### src/rtl/mul_div_param.sv
// Iterative radix-2 multiplier / restoring divider, one step per clock.
// Define MUL_DIV_SIGNED_EN to add the sgn port for two's-complement operands.
module mul_div_param #(
  parameter int unsigned W = 32
) (
  input  logic             clock,
  input  logic             reset,
  input  logic             start,
  input  logic             muordi,
`ifdef MUL_DIV_SIGNED_EN
  input  logic             sgn,
`endif
  input  logic [W-1:0]     opera1,
  input  logic [2*W-1:0]   opera2,
  output logic [2*W-1:0]   result,
  output logic             valid,
  output logic             busy,
  output logic             dz,
  output logic             ovf
);

  localparam int unsigned CW = $clog2(W + 1);
  localparam logic [CW-1:0] CntInit = CW'(W);

  typedef enum logic [1:0] {StIdle, StCalc, StDone} state_e;

  state_e         state_q, state_d;
  logic [CW-1:0]  cnt_q, cnt_d;
  logic [2*W-1:0] acc_q, acc_d;
  logic [W-1:0]   opa_q, opa_d;
  logic           div_q, div_d;
  logic           sgn_q, sgn_d;
  logic           skip_q, skip_d;
  logic           dz_pend_q, dz_pend_d;
  logic           ovf_pend_q, ovf_pend_d;
  logic           neg_lo_q, neg_lo_d;
  logic           neg_hi_q, neg_hi_d;
  logic           armed_q;
  logic [2*W-1:0] result_q, result_d;
  logic           dz_q, dz_d;
  logic           ovf_q, ovf_d;

  logic           sgn_en;
  logic           accept;
  logic           finish;
  logic           a_neg, m_neg, d_neg;
  logic [W-1:0]   a_mag, m_mag;
  logic [2*W-1:0] d_mag;
  logic [W:0]     mul_sum;
  logic [W:0]     div_tmp, div_diff;
  logic [W-1:0]   quo_fix, rem_fix;

`ifdef MUL_DIV_SIGNED_EN
  assign sgn_en = sgn;
`else
  assign sgn_en = 1'b0;
`endif

  // Operand magnitudes; in unsigned mode these are the operands themselves.
  assign a_neg = sgn_en & opera1[W-1];
  assign m_neg = sgn_en & opera2[W-1];
  assign d_neg = sgn_en & opera2[2*W-1];
  assign a_mag = a_neg ? -opera1 : opera1;
  assign m_mag = m_neg ? -opera2[W-1:0] : opera2[W-1:0];
  assign d_mag = d_neg ? -opera2 : opera2;

  // armed_q blocks a start on the first edge after reset release.
  assign accept = start & armed_q & (state_q != StCalc);
  assign finish = (state_q == StCalc) & ((cnt_q == '0) | skip_q);

  assign mul_sum  = {1'b0, acc_q[2*W-1:W]} + (acc_q[0] ? {1'b0, opa_q} : '0);
  assign div_tmp  = {acc_q[2*W-1:W], acc_q[W-1]};
  assign div_diff = div_tmp - {1'b0, opa_q};
  assign quo_fix  = neg_lo_q ? -acc_q[W-1:0] : acc_q[W-1:0];
  assign rem_fix  = neg_hi_q ? -acc_q[2*W-1:W] : acc_q[2*W-1:W];

  always_ff @(posedge clock or posedge reset) begin
    if (reset) begin
      state_q <= StIdle;
    end else begin
      state_q <= state_d;
    end
  end

  always_comb begin
    state_d = state_q;
    unique case (state_q)
      StIdle:  if (accept) state_d = StCalc;
      StCalc:  if (finish) state_d = StDone;
      StDone:  state_d = accept ? StCalc : StIdle;
      default: state_d = StIdle;
    endcase
  end

  always_comb begin
    valid  = (state_q == StDone);
    busy   = (state_q == StCalc);
    result = result_q;
    dz     = dz_q;
    ovf    = ovf_q;
  end

  always_comb begin
    cnt_d      = cnt_q;
    acc_d      = acc_q;
    opa_d      = opa_q;
    div_d      = div_q;
    sgn_d      = sgn_q;
    skip_d     = skip_q;
    dz_pend_d  = dz_pend_q;
    ovf_pend_d = ovf_pend_q;
    neg_lo_d   = neg_lo_q;
    neg_hi_d   = neg_hi_q;
    result_d   = result_q;
    dz_d       = dz_q;
    ovf_d      = ovf_q;
    if (accept) begin
      cnt_d = CntInit;
      opa_d = a_mag;
      div_d = muordi;
      sgn_d = sgn_en;
      if (!muordi) begin
        acc_d      = {{W{1'b0}}, m_mag};
        neg_lo_d   = a_neg ^ m_neg;
        neg_hi_d   = 1'b0;
        dz_pend_d  = 1'b0;
        ovf_pend_d = 1'b0;
        skip_d     = 1'b0;
      end else begin
        dz_pend_d  = (opera1 == '0);
        ovf_pend_d = (opera1 != '0) & (d_mag[2*W-1:W] >= a_mag);
        // Dividend is kept raw for divide-by-zero: its low half is the remainder.
        acc_d      = (opera1 == '0) ? opera2 : d_mag;
        neg_lo_d   = a_neg ^ d_neg;
        neg_hi_d   = d_neg;
        // Signed overflow is reported at normal latency, so only unsigned skips.
        skip_d     = (opera1 == '0) | ((d_mag[2*W-1:W] >= a_mag) & ~sgn_en);
      end
    end else if (finish) begin
      dz_d  = 1'b0;
      ovf_d = 1'b0;
      if (!div_q) begin
        result_d = neg_lo_q ? -acc_q : acc_q;
      end else if (dz_pend_q) begin
        result_d = {acc_q[W-1:0], {W{1'b1}}};
        dz_d     = 1'b1;
      end else if (ovf_pend_q | (sgn_q & acc_q[W-1])) begin
        result_d = '1;
        ovf_d    = 1'b1;
      end else begin
        result_d = {rem_fix, quo_fix};
      end
    end else if (state_q == StCalc) begin
      cnt_d = cnt_q - 1'b1;
      if (!div_q) begin
        acc_d = {mul_sum, acc_q[W-1:1]};
      end else if (!div_diff[W]) begin
        acc_d = {div_diff[W-1:0], acc_q[W-2:0], 1'b1};
      end else begin
        acc_d = {div_tmp[W-1:0], acc_q[W-2:0], 1'b0};
      end
    end
  end

  always_ff @(posedge clock or posedge reset) begin
    if (reset) begin
      cnt_q      <= '0;
      acc_q      <= '0;
      opa_q      <= '0;
      div_q      <= 1'b0;
      sgn_q      <= 1'b0;
      skip_q     <= 1'b0;
      dz_pend_q  <= 1'b0;
      ovf_pend_q <= 1'b0;
      neg_lo_q   <= 1'b0;
      neg_hi_q   <= 1'b0;
      armed_q    <= 1'b0;
      result_q   <= '0;
      dz_q       <= 1'b0;
      ovf_q      <= 1'b0;
    end else begin
      cnt_q      <= cnt_d;
      acc_q      <= acc_d;
      opa_q      <= opa_d;
      div_q      <= div_d;
      sgn_q      <= sgn_d;
      skip_q     <= skip_d;
      dz_pend_q  <= dz_pend_d;
      ovf_pend_q <= ovf_pend_d;
      neg_lo_q   <= neg_lo_d;
      neg_hi_q   <= neg_hi_d;
      armed_q    <= 1'b1;
      result_q   <= result_d;
      dz_q       <= dz_d;
      ovf_q      <= ovf_d;
    end
  end

endmodule

### config.mk
export PLATFORM = sky130hd
export DESIGN_NAME = mul_div_param
export DESIGN_NICKNAME = d
export VERILOG_FILES = /design/src/rtl/mul_div_param.sv
export SDC_FILE = /design/constraint.sdc
export NUM_CORES = 1
export LEC_CHECK = 0
export CAP_MARGIN = 20
export CORE_AREA = 10 10 139 192
export DETAILED_ROUTE_END_ITERATION = 8
export DIE_AREA = 0 0 149 202
export DONT_BUFFER_PORTS = 1
export GPL_TIMING_DRIVEN = 0
export PLACE_DENSITY = 0.72
export SYNTH_ARGS = -nofsm -noshare
export SYNTH_HDL_FRONTEND = slang
export SYNTH_SLANG_ARGS = --single-unit
export TNS_END_PERCENT = 20
### constraint.sdc
create_clock -name clock -period 5.9 [get_ports clock]
set_input_delay 1.18 -clock clock [delete_from_list [all_inputs] [get_ports clock]]
set_output_delay 1.18 -clock clock [all_outputs]
set_load 0.005 [all_outputs]
=== Word level (Yosys, flattened, before mapping) ===
Cells that the tools add are included.

* Add/sub/neg operators: 3
* Order comparisons: 1
* Equality and inequality tests: 6
* Muxes and demuxes: 25
* Bitwise operators: 7
* Reductions and logical operators: 8

{| class="wikitable"
|+ Operators by type and width
! operator !! number
|-
| 64-bit two-way mux || 9
|-
| 32-bit by 32-bit adder with 33-bit output || 1
|-
| 33-bit by 32-bit subtractor with 33-bit output || 1
|-
| 32-bit greater-or-equal comparator || 1
|-
| 32-bit logical NOT || 1
|-
| 32-bit two-way mux || 1
|-
| 32-bit nonzero test || 1
|-
| 6-bit two-way mux || 3
|-
| 1-bit two-way mux || 9
|-
| 6-bit logical NOT || 1
|-
| 2-bit one-hot mux with 3 select lines || 1
|-
| 2-bit AND reduction || 3
|-
| 6-bit by 1-bit subtractor with 6-bit output (second input constant) || 1
|-
| 1-bit bitwise AND || 4
|-
| 2-bit two-way mux || 2
|-
| 2-bit by 1-bit != test with 1-bit output (second input constant) || 2
|-
| 2-bit != test (second input constant) || 2
|-
| 2-bit by 1-bit == test with 1-bit output (second input constant) || 1
|-
| 2-bit == test (second input constant) || 1
|-
| 2-bit logical NOT || 1
|-
| 1-bit OR || 2
|-
| 2-bit nonzero test || 1
|-
| 1-bit NOT || 1
|}

* Register bits: 175
* Output and inout port bits: 68

=== Depth between registers and ports, before layout ===
* Depth after elaboration: 6
* Mapped depth: 14
* Mapped depth without buffers: 12

=== Least setup slack after synthesis ===
No wires, ideal clock.

* Kind: reg2reg
* From: register acc_q[0]
* To: register acc_q[63]
* Arrival time: 3.221 ns
* Required time: 5.765 ns
* Path slack: 2.544 ns
* Cell stages (with the launch flop): 14
* Buffers on the path: 1
* Clock period less this slack: 3.356 ns
* Cell sequence: dfrtp_1 > clkbuf_1 > and2_1 > ha_1 > fa_1 > a211oi_1 > o21ai_1 > a31oi_1 > o21ai_1 > a21oi_1 > o21ai_0 > o311a_1 > o21ai_0 > o211ai_1

* Longest elaborated chain between the ends: 6

{| class="wikitable"
|+ RTL lines
! element !! line !! text
|-
| start, declared || 29 || <nowiki>logic [2*W-1:0] acc_q, acc_d;</nowiki>
|-
| start signal, assigned || 168 || <nowiki>acc_q <= '0;</nowiki>
|-
| start signal, assigned || 183 || <nowiki>acc_q <= acc_d;</nowiki>
|-
| 32-bit two-way mux || 71 || <nowiki>assign mul_sum = {1'b0, acc_q[2*W-1:W]} + (acc_q[0] ? {1'b0, opa_q} : '0);</nowiki>
|-
| 32-bit by 32-bit adder with 33-bit output || 71 ||
|-
| 64-bit two-way mux || 155 || <nowiki>if (!div_q) begin</nowiki>
|-
| 64-bit two-way mux || 153 || <nowiki>end else if (state_q == StCalc) begin</nowiki>
|-
| 64-bit two-way mux || 139 || <nowiki>end else if (finish) begin</nowiki>
|-
| 64-bit two-way mux || 117 || <nowiki>if (accept) begin</nowiki>
|}

No other way between the ends. The select of a mux whose other input is x is not followed.
A chain may end at the register's enable or synchronous reset.

=== Final worst setup path ===
* From: register acc_q[0]
* To: register acc_q[55]

The elaborated chain is that of the path after synthesis.

==> flow_summary.toml <==
[floorplanning]
die_w_microns = 149
die_height_microns = 202
die_area_sq_um = 30100
io_pins = 168
initial_core_util_pct = 54.4
core_area_sq_um = 23100
rows = 66

[clock_network]
clock-root-buffer = "clkbuf_16"
cts_resized = 0
clk_latency_ns = 0.45
hold_buffers = 0
clockBufferDepth = 2
tritoncts = "built"
numClockSinks = 175
cts_buffers = 17
cts_setup_buffers = 0
htreeDepth = 4
clk_pin_slew_ns = 0.07

[route]
wire_per_inst_microns = 24.4
dr.pass1.iters = 7
drc = 0
routed_wl_mm = 46.2
postRouteAntennaNets = 0
drt_iter0_markers = 1224
viasPerCell = 6.39
num_vias = 12100

[yosys]
ys.flop_type = "dfrtp_1"
ys_ff_latch = 175
yosysWarnings = 0
synth_cells = 1550
syn_area_per_cell_sq_um = 8.11
ys_types = 72
synth_nets = 1750
synth-edff-count = 0
syn_area_sq_um = 12600
yosysSeqAreaShare_pct = 34.8
ys_async_sr_fraction_pct = 100

[power_and_ir_drop]
internal_power_uw = 1830
clkPwrFrac_pct = 47.0
p_comb_share_pct = 3.7
p_switching_uw = 596
leakage_uw = 0.00627
vdd_drop_max_mv = 0.205
swShare_pct = 24.5
seqPwrFrac_pct = 49.4
power_density_nw_per_um2 = 178

[placement]
dpl.hpwl_mm = 36.4
port_buffers = 0
routabilityCongestion = 0.999

[sta]
final-hold-violation-count = 0
setup_violations = 0
finalMaxSlewViolations = 0
worst_slew_pin_slew_ns = 1.06
relSlewSlack_pct = 28.3
skew_ns = 0.0161
whs_ns = 0.498
post-route-min-period_ns = 4.92
rsz0062_at_grt = "no"
min_period_over_period_pct = 83.3
max_freq_mhz = 203
fin_setup_tns_ns = 0

[finish]
syn2layout_area_growth_pct = 8.54
layout-drive-gt1-share_pct = 4.28
mostFrequentLayoutCells = "nand2_1 (244), o21ai_0 (193), dfrtp_1 (175)"
nets = 1775
mostFrequentLayoutCell = "nand2_1"
n_antenna_cell = 0

[critical_path]
cp-start-kind = "flop"
critPathArrivalTime_ns = 5.25
required_ns = 6.23
worstSetupPathType = "reg2reg"
crit_fanout = 10
critPathCaptureType = "flop"

[grt]
antenna_found_initial = 2
grt_usage_pct = 30.2
grt_pass1_vias = 11900
grt_max_degree = 42
grt_pass1_wl_mm = 70.2
overflow = 0

[hold_path]
hold_path.class = "reg2reg"

[outcome]
status = "finished, final reports clean"

[flow_run]
drv_cap = 0
-- power groups by stage --
stage	sequential, uW	combinational, uW	clock, uW
6_report	1200	89.4	1140
5_1_grt	1200	104	1180
4_1_cts	1200	90.5	1140
3_5_place_dp	1220	89.9	0
3_3_place_gp	1220	78.5	0
2_1_floorplan	1220	60.8	0
-- layer usage --
layer | share of wire, % | track usage [%] | vias to the layer above
met4 | 6.4 | 18.7 | 4
met5 | 0.045 | 0 | -
li1 | - | - | 5560
met3 | 10 | 8.63 | 161
met2 | 47 | 49.3 | 622
met1 | 36 | 33.9 | 5747
-- path summary, 6_finish.rpt --
kind	slack, ns	from	depth (start not counted)	to
max reg2reg	0.98	acc_q[0]	13	acc_q[55]
min reg2reg	0.50	result[22]	2	result[22]
min	0.50	result[22]	2	result[22]
min in group asynchronous	0.61	reset	1	result[41]
max	0.98	acc_q[0]	13	acc_q[55]
max in group asynchronous	4.48	reset	3	acc_q[60]
-- metrics by stage --
stage | instances | setup WS, ns | cell area (sq um) | util [%] | power [uW]
5_1_grt | 1894 | 0.942 | 13600 | 59.0 | 2480
3_5_place_dp | 1861 | 1.15 | 13100 | 56.5 | 1310
4_1_cts | 1893 | 1.12 | 13600 | 59.0 | 2430
3_3_place_gp | 1856 | 1.10 | 13000 | 56.0 | 1300
2_1_floorplan | 1550 | 2.48 | 12600 | - | 1280
6_report | 1894 | 0.984 | 13600 | 59.0 | 2430
-- cells in the mapped netlist (all sizes together), types with 11 or more instances --
cell      n  share of area, %
o211ai   11              0.66
o22ai    33               1.6
inv      81               2.4
dfrtp   175                35
nand3    20              0.88
nand4    16              0.80
and2     39               1.9
o21ai   206               8.2
nor3     22              0.88
clkbuf   71               2.1
a21o     32               1.9
ha       98               9.8
nor2b    12              0.60
o21a     13              0.78
a21oi   125               5.0
buf      15              0.76
xor2     15               1.0
nor4     14              0.70
nor2     90               2.7
nand2   244               7.3
xnor2    40               2.8
a31oi    12              0.60
mux2i    42               3.3
a211oi   14              0.88
-- kinds of logic after synthesis --
| family | Yosys count | synth area share (%) |
|---|---|---|
| multiplexers | 42 | 3.34 |
| flip-flops | 175 | 34.8 |
| buffers and inverters | 167 | 5.30 |
| adder cells (fa/ha/maj) | 100 | 10.1 |
| AO/OA/AOI/OAI | 518 | 25.0 |
| XOR/XNOR | 55 | 3.83 |
| other | 1 | 0.0298 |
| AND/OR/NAND/NOR | 492 | 17.6 |
-- cell type report --
class / count / area [sq um]
multi-input cells: 1208 / 7530
well taps: 306 / 383
repair buffers: 6 / 119
inverters: 81 / 308
fillers: 2149 / 9480
plain buffers: 86 / 363
flip-flops and latches: 175 / 4380
clock inverters: 13 / 125
clock buffers: 19 / 443
-- registers in the layout, indices dropped and copies added, names as in the netlist --
signal,cells
state_q,2
dz_pend_q,1
ovf_pend_q,1
acc_q,64
skip_q,1
dz,1
result,64
ovf,1
armed_q,1
div_q,1
opa_q,32
cnt_q,6
-- worst max-delay path, stage by stage (launching register included) --
cell and delay, ns:
dfrtp_1 0.63, clkbuf_1 0.43, and2_1 0.26, ha_1 0.23, fa_1 0.45, a211oi_1 0.36, o21ai_1 0.21, a31oi_1 0.29
o21ai_1 0.23, a21oi_1 0.66, o21ai_1 0.25, xnor2_1 0.24, o221ai_1 0.23, o221a_2 0.31
Power figures use the tool's default switching activity.
